`src/rtl/wb_stage_trace_pkg.sv`:
```
// Shared types and constants for the LA32R write-back stage and its trace FIFO.
package wb_stage_trace_pkg;
  localparam int DATA_W_DEF      = 32;
  localparam int ADDR_W_DEF      = 5;
  localparam int PC_W_DEF        = 32;
  localparam int WE_W_DEF        = 4;
  localparam int TRACE_DEPTH_DEF = 4;
  localparam int CNT_W_DEF       = 32;

  localparam int RF_ZERO_IDX = 0;

  typedef struct packed {
    logic [PC_W_DEF-1:0]   pc;
    logic [WE_W_DEF-1:0]   we;
    logic [ADDR_W_DEF-1:0] wnum;
    logic [DATA_W_DEF-1:0] wdata;
  } wb_trace_t;
endpackage

```
`src/rtl/wb_trace_fifo.sv`:
```
// Synchronous FIFO for retired-instruction trace entries; head reads 0 when empty.
module wb_trace_fifo #(
  parameter int WIDTH = 8,
  parameter int DEPTH = 4
) (
  input  logic             i_clk,
  input  logic             i_rst_n,
  input  logic             i_push,
  input  logic             i_pop,
  input  logic [WIDTH-1:0] i_din,
  output logic             o_full,
  output logic             o_empty,
  output logic [WIDTH-1:0] o_head
);
  localparam int AW = $clog2(DEPTH);

  logic [AW:0]      r_wr_ptr;
  logic [AW:0]      r_rd_ptr;
  logic [WIDTH-1:0] r_mem [DEPTH];
  logic [AW:0]      w_one;

  assign w_one = {{AW{1'b0}}, 1'b1};

  always_ff @(posedge i_clk or negedge i_rst_n) begin
    if (!i_rst_n) begin
      r_wr_ptr <= '0;
      r_rd_ptr <= '0;
    end else begin
      if (i_push) r_wr_ptr <= r_wr_ptr + w_one;
      if (i_pop)  r_rd_ptr <= r_rd_ptr + w_one;
    end
  end

  // Storage is not reset; the empty gate on o_head hides stale contents.
  always_ff @(posedge i_clk) begin
    if (i_push) r_mem[r_wr_ptr[AW-1:0]] <= i_din;
  end

  assign o_empty = (r_wr_ptr == r_rd_ptr);
  assign o_full  = (r_wr_ptr[AW] != r_rd_ptr[AW]) &&
                   (r_wr_ptr[AW-1:0] == r_rd_ptr[AW-1:0]);
  assign o_head  = o_empty ? '0 : r_mem[r_rd_ptr[AW-1:0]];
endmodule

```
`src/rtl/wb_stage_trace.sv`:
```
// LA32R write-back stage: single-commit RF write, ID bypass and retire trace FIFO.
module wb_stage_trace
  import wb_stage_trace_pkg::*;
#(
  parameter int DATA_W      = DATA_W_DEF,
  parameter int ADDR_W      = ADDR_W_DEF,
  parameter int PC_W        = PC_W_DEF,
  parameter int WE_W        = WE_W_DEF,
  parameter int TRACE_DEPTH = TRACE_DEPTH_DEF,
  parameter int CNT_W       = CNT_W_DEF
) (
  input  logic              clk,
  input  logic              resetn,
  input  logic              to_wb_valid,
  input  logic [PC_W-1:0]   in_pc,
  input  logic [WE_W-1:0]   in_rf_we,
  input  logic [ADDR_W-1:0] in_rf_waddr,
  input  logic [DATA_W-1:0] in_rf_wdata,
  output logic              wb_allow_in,
  output logic              wb_ready_go,
  output logic [WE_W-1:0]   rf_we,
  output logic [ADDR_W-1:0] rf_waddr,
  output logic [DATA_W-1:0] rf_wdata,
  output logic              fwd_valid,
  output logic [ADDR_W-1:0] fwd_waddr,
  output logic [DATA_W-1:0] fwd_wdata,
  output logic              debug_valid,
  input  logic              debug_ready,
  output logic [PC_W-1:0]   debug_wb_pc,
  output logic [WE_W-1:0]   debug_wb_rf_we,
  output logic [ADDR_W-1:0] debug_wb_rf_wnum,
  output logic [DATA_W-1:0] debug_wb_rf_wdata,
  output logic [CNT_W-1:0]  retire_cnt
);
  localparam int TW = PC_W + WE_W + ADDR_W + DATA_W;

  logic              r_wb_valid;
  logic [PC_W-1:0]   r_pc;
  logic [WE_W-1:0]   r_we;
  logic [ADDR_W-1:0] r_waddr;
  logic [DATA_W-1:0] r_wdata;
  logic [CNT_W-1:0]  r_retire_cnt;

  logic              w_fifo_full;
  logic              w_fifo_empty;
  logic              w_pop;
  logic              w_commit;
  logic [WE_W-1:0]   w_eff_we;
  logic [TW-1:0]     w_head;

  // A full FIFO only blocks retirement when the sink is not popping this cycle.
  assign wb_ready_go = !w_fifo_full || debug_ready;
  assign wb_allow_in = !r_wb_valid || wb_ready_go;
  assign w_commit    = r_wb_valid && wb_ready_go;
  assign w_eff_we    = (r_waddr == ADDR_W'(RF_ZERO_IDX)) ? '0 : r_we;

  always_ff @(posedge clk or negedge resetn) begin
    if (!resetn) begin
      r_wb_valid <= 1'b0;
      r_pc       <= '0;
      r_we       <= '0;
      r_waddr    <= '0;
      r_wdata    <= '0;
    end else if (wb_allow_in) begin
      r_wb_valid <= to_wb_valid;
      if (to_wb_valid) begin
        r_pc    <= in_pc;
        r_we    <= in_rf_we;
        r_waddr <= in_rf_waddr;
        r_wdata <= in_rf_wdata;
      end
    end
  end

  always_ff @(posedge clk or negedge resetn) begin
    if (!resetn)       r_retire_cnt <= '0;
    else if (w_commit) r_retire_cnt <= r_retire_cnt + {{(CNT_W-1){1'b0}}, 1'b1};
  end

  assign rf_we      = w_commit ? w_eff_we : '0;
  assign rf_waddr   = r_waddr;
  assign rf_wdata   = r_wdata;
  assign fwd_valid  = r_wb_valid && (|w_eff_we);
  assign fwd_waddr  = r_waddr;
  assign fwd_wdata  = r_wdata;
  assign retire_cnt = r_retire_cnt;

  assign debug_valid = !w_fifo_empty;
  assign w_pop       = debug_valid && debug_ready;

  wb_trace_fifo #(
    .WIDTH (TW),
    .DEPTH (TRACE_DEPTH)
  ) u_trace_fifo (
    .i_clk   (clk),
    .i_rst_n (resetn),
    .i_push  (w_commit),
    .i_pop   (w_pop),
    .i_din   ({r_pc, w_eff_we, r_waddr, r_wdata}),
    .o_full  (w_fifo_full),
    .o_empty (w_fifo_empty),
    .o_head  (w_head)
  );

  assign {debug_wb_pc, debug_wb_rf_we, debug_wb_rf_wnum, debug_wb_rf_wdata} = w_head;
endmodule

```
`config.mk`:
```
export PLATFORM = sky130hd
export DESIGN_NAME = wb_stage_trace
export DESIGN_NICKNAME = d
export VERILOG_FILES = /design/src/rtl/wb_stage_trace_pkg.sv /design/src/rtl/wb_trace_fifo.sv /design/src/rtl/wb_stage_trace.sv
export SDC_FILE = /design/constraint.sdc
export NUM_CORES = 1
export LEC_CHECK = 0
export BUFFER_PORTS_ARGS = -buffer_cell sky130_fd_sc_hd__buf_2
export CAP_MARGIN = 40
export CORE_MARGIN = 4
export CORE_UTILIZATION = 60
export DETAILED_ROUTE_END_ITERATION = 10
export PLACE_DENSITY = 0.87
export SLEW_MARGIN = 20
export SYNTH_ARGS = -nofsm -noshare
export SYNTH_HDL_FRONTEND = slang
export SYNTH_SLANG_ARGS = --single-unit
```
`constraint.sdc`:
```
create_clock -name clk -period 6.2 [get_ports clk]
set_input_delay 0 -clock clk [delete_from_list [all_inputs] [get_ports clk]]
set_output_delay 0 -clock clk [all_outputs]
set_load 0.01 [all_outputs]
```
==> reports/qor.yml <==
timing:
  maxSlewHeadroom_pct: 52.6
  rsz0062_at_grt: "no"
  tightest_slew_ps: 712
  hold_violations: 0
  tns_ps: 0
  maxSlewViolCount: 0
  final.setup_skew_ps: 11.1
  max_clock_freq_ghz: 0.279
  setup_viol: 0
  fin_crit_sh_pct: 57.7
  fin_crit_ps: 3580
  setup_ws_ps: 2620
synthesis:
  ys_ff_latch: 404
  synth_flop_cell: "edfxtp_1"
  syn_area_mm2: 0.0163
  synth_edf_count: 292
  ys_types: 33
  postSynth.asyncResetShare_pct: 27.7
  syn-mean-instance-area_um2: 18.3
  syn_nets: 970
  yosysWarnings: 0
  netlist_instances: 887
  yosysSeqAreaShare_pct: 71.1
critical_path:
  worst-path-stages: 5
  critPathMaxFanout: 43
  critPathCaptureType: "flip-flop"
  path_cells: "buf_16 > xor2_1 > o41a_1 > and2_4 > buf_16"
  max_stage_delay_ps: 770
  r2r_cells: 5
  rrSetupSlack_ps: 2620
  arrival_ps: 3780
  cpMostUsedCell: "buf_16"
  worst_setup_path_start_kind: "flip-flop"
  slowest_stage: "dfrtp_4"
  crit_buf_inv: 2
  critPathTopFamily: "flip-flops"
  crit_type: "flip-flop to flip-flop"
  crit_required_ps: 6400
die:
  dieHeight_um: 173
  dieArea_mm2: 0.0298
  core.rowCount: 60
  ios: 264
  design.core.area_mm2: 0.0268
  fp.dieW_um: 173
  initial_core_util_pct: 60.7
job:
  cap_violations: 0
final_layout:
  final_cells: 1545
  syn2layout_area_growth_pct: 20.6
  fin_nets: 1256
  num_antenna_cells: 0
  drive_gt1_share_pct: 35.3
  fill_cells: 1495
clock_tree:
  cts_tree: "built"
  clock_path_buffers: 3
  cts_num_sinks: 404
  cts_max_level: 2
  path_clk_slew_ps: 60
  clockRootBuffer: "clkbuf_16"
  post_cts_buffers: 0
  insertion_delay_ps: 520
  cts_buffers: 41
global_route:
  overflow: 0
  grt_pass1_wl_mm: 56.4
  grt_pass1_vias: 9441
  track_usage_pct: 24.0
  antenna_found_initial: 0
  grt_max_degree: 77
route:
  wl_met2_mm: 18.7
  firstDrtPassIters: 6
  met3_length_mm: 2.39
  drt_iter0_drc: 795
  routed.top_layer: "met4"
  wl_mm: 35.3
  drt-vias-per-instance: 5.77
  remaining_drc_errors: 0
  drt-met1-wl_mm: 13.3
  ant_nets: 0
  wl_per_cell_um: 22.9
  via_count: 8916
power_and_ir_drop:
  total_power_w: 0.00953
  cellLeakagePower_nw: 7.61
  ir_worst_vdd_v: 0.000261
  powerDensity_mw_per_mm2: 485
place:
  port_buffers: 263
  post-place-ws_ps: 2620
  place.detailed.hpwl_mm: 20.6
  dp.cells: 1392
  gp_congestion: 0.801
outcome:
  outcome: "finished clean"
worst_hold_path:
  hp-class: "input port to asynchronous set/reset pin"
==> state kept, by name, summed over array words and instances, names as in the netlist <==
name	flops
retire_cnt	32
u_trace_fifo.r_rd_ptr	3
fwd_wdata	32
r_wb_valid	1
u_trace_fifo.r_wr_ptr	3
fwd_waddr	5
r_we	4
u_trace_fifo.r_mem	292
r_pc	32
==> timing repair <==
| action | 4_1_cts | 5_1_grt |
|---|---|---|
| hold endpoints to repair | 118 | 0 |
| hold buffers | 76 | 0 |
| gates resized for setup | 0 | 0 |
==> layout by cell type, fill, tap and decap left out, types with 6 or more instances in the layout <==
cell type      instances
clkinv_2               9
nand3_1                9
clkbuf_16             41
inv_1                  6
buf_2                264
nor3_1                10
nor4_1                12
edfxtp_1             292
dfrtp_1              110
nand4_1               10
clkbuf_1              10
ha_1                   6
xor2_1                27
nor2b_1               73
nand2_1               19
xnor2_1               10
mux2_1                70
mux4_2                73
and3_1                 8
buf_16                 6
dlygate4sd3_1         76
clkinv_1               8
==> synthesized netlist by cell type, drive strengths merged (8+ instances only) <==
library cell,instances,share of area (%)
clkbuf,17,0.39
edfxtp,292,54
nor3,10,0.31
xnor2,11,0.64
nand2,19,0.44
nand4,10,0.38
and2,9,0.35
buf,96,4.2
xor2,27,1.5
mux2,74,5.1
dfrtp,112,17
nor4,13,0.50
and3,8,0.31
nand3,9,0.28
nor2b,73,2.8
mux4,73,10
==> area by class of cell <==
type	count	area, µm²	share of cell area, %
flip-flops and latches	404	11600	59.0
inverters	6	22.5	0.115
clock buffers	53	1090	5.56
clock inverters	21	153	0.778
well taps	341	427	2.17
repair buffers	356	2380	12.2
multi-input cells	364	3970	20.2
==> path summary, 6_finish.rpt <==
| check | start | endpoint |
|---|---|---|
| worst max-delay path | u_trace_fifo.r_rd_ptr[1] | u_trace_fifo.r_mem[1][58] |
| worst min-delay path | resetn | r_pc[22] |
| worst max register to register | u_trace_fifo.r_rd_ptr[1] | u_trace_fifo.r_mem[1][58] |
| worst min register to register | retire_cnt[17] | retire_cnt[17] |
| max in group asynchronous | resetn | u_trace_fifo.r_rd_ptr[1] |
| min in group clk | in_rf_wdata[11] | fwd_wdata[11] |
==> where the power goes <==
group	total, W	switching, W	internal [W]
Sequential	0.00411	0.000426	0.00368
Clock	0.00230	0.000976	0.00133
Combinational	0.00312	0.00168	0.00144
==> routing by layer <==
layer / vias to the layer above / track usage (%)
met2: 407 / 42.2
met1: 4558 / 30.9
met3: 71 / 4.77
met4: 0 / 7.02
li1: 3880 / -
met5: - / 0
==> through the flow <==
stage | area (µm²) | util (%) | hold slack [ps]
final | 19600 | 73.2 | 23.3
after global routing | 19600 | 73.2 | 72.8
after CTS | 19600 | 73.0 | 30.3
after detailed placement | 17600 | 65.6 | 43.6
after global placement | 17400 | 64.8 | 34.1
after floorplan | 16300 | - | -296
==> cell families (layout without fill, tap and decap cells) <==
group,after synthesis,count (layout),synth area share (%)
multiplexers,147,147,15.2
AND/OR/NAND/NOR,167,167,6.01
XOR/XNOR,38,38,2.09
buffers and inverters,119,436,4.69
AO/OA/AOI/OAI,6,6,0.415
flip-flops,404,404,71.1
adder cells (fa/ha/maj),6,6,0.461
(Power assumes the default switching activity.)
